==> config.mk <==
export PLATFORM = sky130hd
export DESIGN_NAME = pc_next_reg
export DESIGN_NICKNAME = d
export VERILOG_FILES = /design/src/rtl/pc_next_reg.sv
export SDC_FILE = /design/constraint.sdc
export NUM_CORES = 1
export LEC_CHECK = 0
export BUFFER_PORTS_ARGS = -buffer_cell sky130_fd_sc_hd__buf_4
export CAP_MARGIN = 20
export CORE_MARGIN = 2
export CORE_UTILIZATION = 45
export CTS_CLUSTER_DIAMETER = 40
export DETAILED_ROUTE_END_ITERATION = 7
export PLACE_DENSITY = 0.76
export SLEW_MARGIN = 10
export SYNTH_ARGS = -nofsm -noshare
export SYNTH_HDL_FRONTEND = slang
export SYNTH_SLANG_ARGS = --single-unit
==> constraint.sdc <==
create_clock -name i_clk -period 1.8 [get_ports i_clk]
set_input_delay 0.27 -clock i_clk [delete_from_list [all_inputs] [get_ports i_clk]]
set_output_delay 0.27 -clock i_clk [all_outputs]
set_load 0.03 [all_outputs]
==> src/rtl/pc_next_reg.sv <==
// pc_next_reg: registered PC with prioritised next-PC select and a stall pending slot; exception path under `ifdef PC_EXC_EN
module pc_next_reg #(
  parameter int WIDTH = 32,
  parameter logic [WIDTH-1:0] RESET_VEC = '0
`ifdef PC_EXC_EN
  , parameter logic [63:0] EXC_VEC = 64'h0000_0180
`endif
) (
  input  logic             i_clk,
  input  logic             i_rst_n,
  input  logic             i_stall,
  input  logic             i_br_take,
  input  logic [WIDTH-1:0] i_br_tgt,
  input  logic             i_j_take,
  input  logic [WIDTH-1:0] i_j_tgt,
  input  logic             i_jr_take,
  input  logic [WIDTH-1:0] i_jr_tgt,
`ifdef PC_EXC_EN
  input  logic             i_exc,
`endif
  output logic [WIDTH-1:0] o_pc,
  output logic [WIDTH-1:0] o_pc_plus4,
  output logic             o_redirect,
  output logic             o_pend,
  output logic             o_misalign
);
  logic [WIDTH-1:0] sel, tgt, pend_tgt;
  logic req, mis, pend_mis;
`ifdef PC_EXC_EN
  localparam logic [WIDTH-1:0] EXC_RAW = EXC_VEC[WIDTH-1:0];
  localparam logic [WIDTH-1:0] EXC_TGT = {EXC_RAW[WIDTH-1:2], 2'b00};
  localparam logic EXC_MIS = |EXC_RAW[1:0];
`endif
  // jump-register beats jump beats branch; target is word-aligned before use
  always_comb begin
    sel = i_jr_take ? i_jr_tgt : i_j_take ? i_j_tgt : i_br_tgt;
    req = i_jr_take | i_j_take | i_br_take;
    tgt = {sel[WIDTH-1:2], 2'b00};
    mis = |sel[1:0];
  end
  assign o_pc_plus4 = o_pc + WIDTH'(4);
  // PC update: an older captured redirect wins over newer requests, except an exception
  always_ff @(posedge i_clk)
    if (!i_rst_n) begin
      o_pc <= RESET_VEC;
      o_redirect <= 1'b0;
      o_pend <= 1'b0;
      o_misalign <= 1'b0;
      pend_tgt <= '0;
      pend_mis <= 1'b0;
    end
`ifdef PC_EXC_EN
    else if (i_exc) begin
      o_misalign <= !i_stall && EXC_MIS;
      if (i_stall) begin
        o_pend <= 1'b1;
        pend_tgt <= EXC_TGT;
        pend_mis <= EXC_MIS;
      end else begin
        o_pc <= EXC_TGT;
        o_pend <= 1'b0;
        o_redirect <= 1'b1;
      end
    end
`endif
    else if (i_stall) begin
      o_misalign <= 1'b0;
      if (!o_pend && req) begin
        o_pend <= 1'b1;
        pend_tgt <= tgt;
        pend_mis <= mis;
      end
    end else if (o_pend) begin
      o_pc <= pend_tgt;
      o_pend <= 1'b0;
      o_redirect <= 1'b1;
      o_misalign <= pend_mis;
    end else begin
      o_pc <= req ? tgt : o_pc_plus4;
      o_redirect <= req;
      o_misalign <= req && mis;
    end
endmodule

# Word-level counts from Yosys, hierarchy flattened
# Index checks and enable logic that the tools add are counted.
[classes]
n_mux = 6
n_addsub = 1
bitwise_logic = 3
reduce_logical = 7
[ops]
columns = ["operator", "count"]
rows = [
  ["2-to-1 mux 32 bit", 4],
  ["adder 32 x 3 -> 32 bit (second input constant)", 1],
  ["AND reduction 2 bit", 2],
  ["OR reduction 2 bit", 2],
  ["logical AND 1 bit", 2],
  ["2-to-1 mux 1 bit", 2],
  ["bitwise OR 1 bit", 2],
  ["logical NOT 1 bit", 1],
  ["inverter 1 bit", 1],
]
[totals]
inputBits = 102
out_inout_bits = 67
wordCells = 23
reg_bits = 66

# Logic depth before layout (Yosys ltp)
# Gate-level depths: netlist of run 1.
[depth]
depth_word = 5
ltp_mapped = 8
ltp_nobuf = 6

# Least setup slack after synthesis of run 1
# OpenSTA, ideal clock, no wires.
[synth_path]
kind = "reg2out"
startpoint = "register o_pc[3]"
endpoint = "output o_pc_plus4[18]"
required_time_ps = 1530
path_stages_with_launch = 7
path_slack_ps = -673
path_buffers = 1
arrival_time_ps = 2203
cell_sequence = "dfxtp_1 > ha_1 > nand3_1 > nor3_2 > buf_2 > nand2_1 > xnor2_1"
[synth_between]
elab_chain_cells = 1
[synth_rtl]
columns = ["element", "line_no", "text"]
rows = [
  ["start, declared", "21", "output logic [WIDTH-1:0] o_pc,"],
  ["start signal, assigned", "74", "o_pc <= pend_tgt;"],
  ["start signal, assigned", "79", "o_pc <= req ? tgt : o_pc_plus4;"],
  ["adder 32 x 3 -> 32 bit", "41", "assign o_pc_plus4 = o_pc + WIDTH'(4);"],
  ["end, declared", "22", "output logic [WIDTH-1:0] o_pc_plus4,"],
]
# No other way between the ends.

# Final worst setup path of run 1
[layout_path]
startpoint = "register o_pc[13]"
endpoint = "output o_pc_plus4[30]"
# The elaborated chain is that of the path after synthesis.

==> results.txt, run 1 <==
Run status -> finished, violations left
Failing checks -> negative setup slack
Final WL -> 17550 µm
Worst r2r src -> o_pc[13]
Crit-path max cell delay -> 0.36 ns
Crit-path cells -> nand4_1 > nor4_4 > buf_4 > nand4_1 > buf_6 > xnor2_4 > buf_6
Dpl hpwl -> 11790 µm
Largest net degree at the start of global routing -> 39
Critical Path Start Type -> register
Clk root buf -> clkbuf_8
Flops & latches, synth -> 64
Min Clock Period, post-route -> 2.356 ns
Share of layout cells above drive strength 1 -> 49.76%
Post-Syn Instances -> 569
Number of fill cells -> 537
Worst Path Max Fanout -> 4
Pre-Repair DR Iteration Count -> 5
Final Cell Area -> 7597 µm²
FF-to-FF End -> o_pc[27]
R2R setup slack -> -0.27 ns
Critical Path Start -> o_pc[13]
Vias -> 5631
Maxcap violations -> 0
Count of pins over their slew limit -> 0
Slew headroom -> 59.98%
Via density -> 5.847
Slowest cell on crit path -> nor4_4
Wire length per cell -> 18.23 µm
CP Data Arrival Time -> 2.09 ns
Die H -> 101.7 µm
PwrDens -> 575.2 nW/µm²
Most frequent cells in the layout -> buf_4 (239), nand2_1 (64), buf_6 (49)
Final clock skew -> 0.01633 ns
Final setup violation count -> 33
Gate power share -> 34.6%
Starting Density -> 46.51%
CORE AREA -> 9240 µm²
Multi-input logic area -> 3401 µm²
CP endpoint -> o_pc_plus4[30]
Drc violations -> 0
Worst Reg2Reg Path Length in Cells -> 9
WS Path Type -> reg2out
Cell taking the most area after synthesis -> dfxtp_1
Most common cell after layout, fill and taps aside -> buf_4
Clk buf depth -> 2
Nets@finish -> 932
Placed Instance Area -> 6665 µm²
Pre-CTS WS -> -0.1734 ns
Ports -> 169
Port Buffers -> 164
CTS Hold Bufs -> 0
Cell Area, Synth -> 4298 µm²
Top FF cell, synth -> dfxtp_1
H-tree depth -> 3
Leakage power figure -> 3.487 nW
YS warnings -> 0
Seq/Total Area, Yosys -> 29.81%
CTS tree -> done
Peak supply drop -> 0.0004003 V
Die area -> 10350 µm²
Switching Fraction -> 35.03%
Final ANT Viol Nets -> 0
Largest cells by area after synthesis -> dfxtp_1 (30%), mux2i_1 (6.5%), nand2_1 (6.1%)
Period utilisation layout -> 130.9%
Gpl congestion -> 0.9724
Antenna Cells -> 0
Int Pwr -> 2.839 mW
Post-synth EDFFs -> 0
Distinct cell type count after synthesis -> 58
Hold_ws -> 0.2979 ns
P&R area growth vs syn -> 76.77%
Clk pin slew, worst setup/hold paths -> 0.09 ns
Fin util -> 82.22%
Total Routing Usage GR -> 31.85%
Initial DRC Count -> 384
Sink Count -> 64
CP Capture Type -> output port
HP Class -> in2reg
Worst-margin pin slew -> 0.5997 ns
Vias in the first global route -> 5199
Overflow after GRT -> 0
Fmax -> 0.4245 GHz
Syn avg cell area -> 7.553 µm²
Share of the synthesized area in the top cell type -> 29.81%
Req. time, crit path -> 1.53 ns
TNS Setup -> -8.646 ns
Clock group share of total power -> 29.1%
Clock Latency Late Sink -> 0.37 ns
CTS buffer count -> 9
Setup ws final -> -0.5559 ns
Sequential Area -> 1344 µm²
Net Sw Power -> 1.531 mW
First-pass GRT wire length -> 25720 µm
Std cell rows -> 35
Final hold viol count -> 0
Flop pwr share -> 36.3%
Initial antenna violation count -> 0
Die W -> 101.7 µm
Unrepaired setup endpoints after global routing -> yes
Ys async rst share -> 0%
==> routing by layer <==
layer  global-route usage [%]  wire [µm]
met1                    41.14       6815
met5                        0          0
met3                    6.694       1599
met2                    53.74       8633
met4                    8.836        503
==> what timing repair did <==
item                                    in CTS  in global routing
pin swaps                                   23                 24
resized for setup                           80                 28
gates cloned                                 1                  0
setup buffers                               30                 16
endpoints found under the hold margin        0                  0
endpoints found under the setup margin      30                 44
==> cells in the mapped netlist (all sizes together) (5+ instances only) <==
library cell,count
nor4,5
mux2i,28
nor3,17
nor2,49
buf,23
mux2,12
nand4,15
xnor2,19
xor2,9
nand3,32
o21ai,45
a22oi,10
inv,6
and3,10
dfxtp,64
nand2,70
a21oi,48
clkbuf,26
a211oi,6
o211ai,7
==> power groups by stage <==
stage                     Sequential [mW]  Combinational (mW)  Clock, mW
final                                1.58                1.51       1.27
after global routing                 1.59                1.61       1.32
after CTS                            1.58                1.46       1.26
after detailed placement             1.61                1.40          0
after global placement               1.60                1.37          0
after floorplan                      1.75               0.667          0
==> kinds of logic after synthesis <==
logic type / after synthesis / share of synthesized area (%)
simple gates: 219 / 24.63
compound gates: 160 / 23.67
flops: 64 / 29.81
buf+inv: 56 / 6.142
mux: 40 / 9.665
xor+xnor: 28 / 5.706
fa+ha+maj: 1 / 0.2911
other cells: 1 / 0.08725
==> worst max-delay path: cells and delay by family (launching register included) <==
family	cells	cell delay, ns
xor gates and xnor gates	1	0.18
buffers and inverters	3	0.50
DFF	1	0.35
and+or+nand+nor	3	0.67
==> per-stage QoR <==
stage	power (mW)	std cells
final	4.370	963
after global routing	4.523	963
after CTS	4.303	955
after detailed placement	3.012	910
after global placement	2.974	910
after floorplan	2.419	572
==> state kept, by name, indices dropped and copies added (netlist names) <==
name,flops
pend_tgt,30
pend_mis,1
o_pend,1
o_redirect,1
o_pc,30
o_misalign,1
==> cell type report <==
type	instances	share of cell area (%)
tap	129	2.125
clock buffer	9	1.630
multi-input combinational	452	44.76
clock inverter	7	0.9223
timing repair buffer	295	32.53
sequential	64	17.69
inverter	7	0.3458
==> worst min-delay path by stage <==
stage                  from           end  cells past startpoint
3_5_place_dp   pend_tgt[11]  pend_tgt[11]                      2
2_1_floorplan  pend_tgt[11]  pend_tgt[11]                      2
6_report       i_jr_tgt[18]  pend_tgt[18]                      5
5_1_grt        i_jr_tgt[18]  pend_tgt[18]                      5
4_1_cts        i_jr_tgt[18]  pend_tgt[18]                      5
3_3_place_gp   pend_tgt[11]  pend_tgt[11]                      2
No activity file was read; power rests on OpenSTA's default activity.
==> inputs of run 2 (changes only) <==
PLACE_DENSITY = 0.8   (was 0.76)
==> results.txt, run 2 (synthesized netlist as in run 1, its figures left out) <==
Critical path buffer and inverter count -> 3 (unchanged)
Worst Path Max Fanout -> 5 (+1)
Final WL -> 18490 µm (+5.3%)
Final setup violation count -> 34 (+3.0%)
WS Path Type -> reg2out
Fmax -> 0.4308 GHz (+1.5%)
CP Data Arrival Time -> 2.05 ns (-0.04 ns)
Starting Density -> 46.51% (unchanged)
Initial antenna violation count -> 0 (unchanged)
Largest net degree at the start of global routing -> 47 (+21%)
Net Sw Power -> 1.524 mW (-0.48%)
CP Capture Type -> output port
Final clock skew -> 0.005971 ns (-0.01036 ns)
Switching Fraction -> 35.34% (+0.31 points)
Met3 routed WL -> 1974 µm (+23%)
Placed insts -> 910 (unchanged)
Gate power share -> 35.9% (+1.3 points)
H-tree depth -> 3 (unchanged)
Initial DRC Count -> 528 (+38%)
CTS tree -> done
Via density -> 6.001 (+2.6%)
Dpl hpwl -> 11710 µm (-0.67%)
PwrDens -> 558.8 nW/µm² (-2.8%)
HP Class -> in2reg
Worst-margin pin slew -> 0.6288 ns (+0.02911 ns)
CTS buffer count -> 9 (unchanged)
Non-Filler Instances -> 973 (+1.0%)
Min Clock Period, post-route -> 2.321 ns (-0.03453 ns)
Req. time, crit path -> 1.53 ns (about the same)
Failing checks -> negative setup slack
Overflow after GRT -> 0 (unchanged)
Die W -> 101.7 µm (unchanged)
Wire length per cell -> 19.00 µm (+4.3%)
Top sig layer -> met4
Maxcap violations -> 0 (unchanged)
Clock Latency Late Sink -> 0.35 ns (-0.02 ns)
Drc violations -> 0 (unchanged)
Number of fill cells -> 503 (-6.3%)
M1 WL -> 6984 µm (+2.5%)
Nets@finish -> 943 (+1.2%)
Slew headroom -> 58.03% (-1.9 points)
Final ANT Viol Nets -> 0 (unchanged)
Flop pwr share -> 36.7% (+0.4 points)
Crit-path max cell delay -> 0.35 ns (about the same)
Slowest cell on crit path -> dfxtp_4
Setup ws final -> -0.5213 ns (+0.03453 ns)
Hold_ws -> 0.2402 ns (-0.05768 ns)
Routed wire length on met2 -> 8813 µm (+2.1%)
Int Pwr -> 2.787 mW (-1.8%)
Critical Path Start Type -> register
Peak supply drop -> 0.0003808 V (-4.9%)
Fin util -> 83.49% (+1.3 points)
Most frequent cells in the layout -> buf_4 (246), nand2_1 (64), buf_6 (53)
Vias in the first global route -> 5382 (+3.5%)
Count of pins over their slew limit -> 0 (unchanged)
CTS Hold Bufs -> 0 (unchanged)
Std cell rows -> 35 (unchanged)
Clock group share of total power -> 27.3% (-1.8 points)
Share of layout cells above drive strength 1 -> 51.07% (+1.3 points)
Clk root buf -> clkbuf_8
Gpl congestion -> 0.8745 (-10%)
Period utilisation layout -> 129.0% (-1.9 points)
Die area -> 10350 µm² (unchanged)
Run status -> finished, violations left
Final hold viol count -> 0 (unchanged)
Die H -> 101.7 µm (unchanged)
Port Buffers -> 164 (unchanged)
Tot Pwr -> 4.311 mW (-1.3%)
Sink Count -> 64 (unchanged)
Ports -> 169 (unchanged)
Clk pin slew, worst setup/hold paths -> 0.08 ns (about the same)
CORE AREA -> 9240 µm² (unchanged)
Clk buf depth -> 2 (unchanged)
Crit-path cells -> nand4_1 > nor4_4 > buf_4 > nand4_1 > buf_6 > xnor2_4 > buf_6
Biggest regs -> o_pc: 30 flops, pend_tgt: 30 flops
Vias -> 5839 (+3.7%)
Leakage power figure -> 3.562 nW (+2.2%)
Most common cell after layout, fill and taps aside -> buf_4
Pre-Repair DR Iteration Count -> 6 (+1)
Antenna Cells -> 0 (unchanged)
P&R area growth vs syn -> 79.51%
TNS Setup -> -9.072 ns (-0.4255 ns)
Unrepaired setup endpoints after global routing -> yes
First-pass GRT wire length -> 26920 µm (+4.7%)
Kind of cell adding the most delay to the critical path -> simple AND/OR/NAND/NOR gates
Total Routing Usage GR -> 33.31% (+1.5 points)
[run 2: changes by cell type in the layout (fill, tap and decap cells not counted), moves of 3 or more]
cell / delta
o21ai_0: -4
buf_4: +7
buf_8: -3
buf_6: +4
o21ai_1: +3
buf_12: +3
[run 2: cell type report]
cell class	count	area (µm²)	area share, %
Tap cell	129	161.4	2.092
Multi-Input combinational cell	452	3416	44.28
Timing Repair Buffer	306	2584	33.49
Inverter	7	26.28	0.3406
Sequential cell	64	1349	17.48
Clock inverter	5	30.03	0.3892
Clock buffer	10	148.9	1.930
[run 2: worst paths after layout]
path / startpoint / end / slack [ns] / cells after the start
max: o_pc[12] / o_pc_plus4[30] / -0.52 / 7
min: i_stall / o_pc[30] / 0.24 / 3
max reg2reg: o_pc[12] / o_pc[28] / -0.20 / 9
min reg2reg: pend_tgt[24] / pend_tgt[24] / 0.46 / 2
[run 2: worst min-delay path, stage by stage]
cell	delay (ns)
buf_4	0.13
nand3_1	0.07
o211ai_1	0.08
[run 2: timing repair]
| action | in CTS | in global routing |
|---|---|---|
| pin swaps | 29 | 29 |
| cloned | 1 | 0 |
| setup buffers | 36 | 22 |
| gates resized for setup | 86 | 38 |
| setup endpoints to repair | 35 | 42 |
[run 2: routing by layer]
layer | global-route usage [%] | vias to the layer above
met3 | 6.625 | 87
met2 | 54.45 | 466
met1 | 43.51 | 2671
li1 | - | 2615
met5 | 0 | -
met4 | 12.37 | 0
[run 2: power by group through the flow]
stage / clock, mW / combinational [mW] / sequential (mW)
finish: 1.18 / 1.55 / 1.58
global route: 1.23 / 1.64 / 1.59
CTS: 1.16 / 1.48 / 1.58
detailed placement: 0 / 1.41 / 1.61
global placement: 0 / 1.38 / 1.60
floorplan: 0 / 0.667 / 1.75
[run 2: metrics by stage]
step / worst slack (ns) / instance area (µm²)
6_report: -0.5213 / 7715
3_3_place_gp: -0.04586 / 6690
2_1_floorplan: -0.1791 / 4776
3_5_place_dp: -0.05837 / 6690
4_1_cts: -0.4019 / 7510
5_1_grt: -0.5728 / 7715
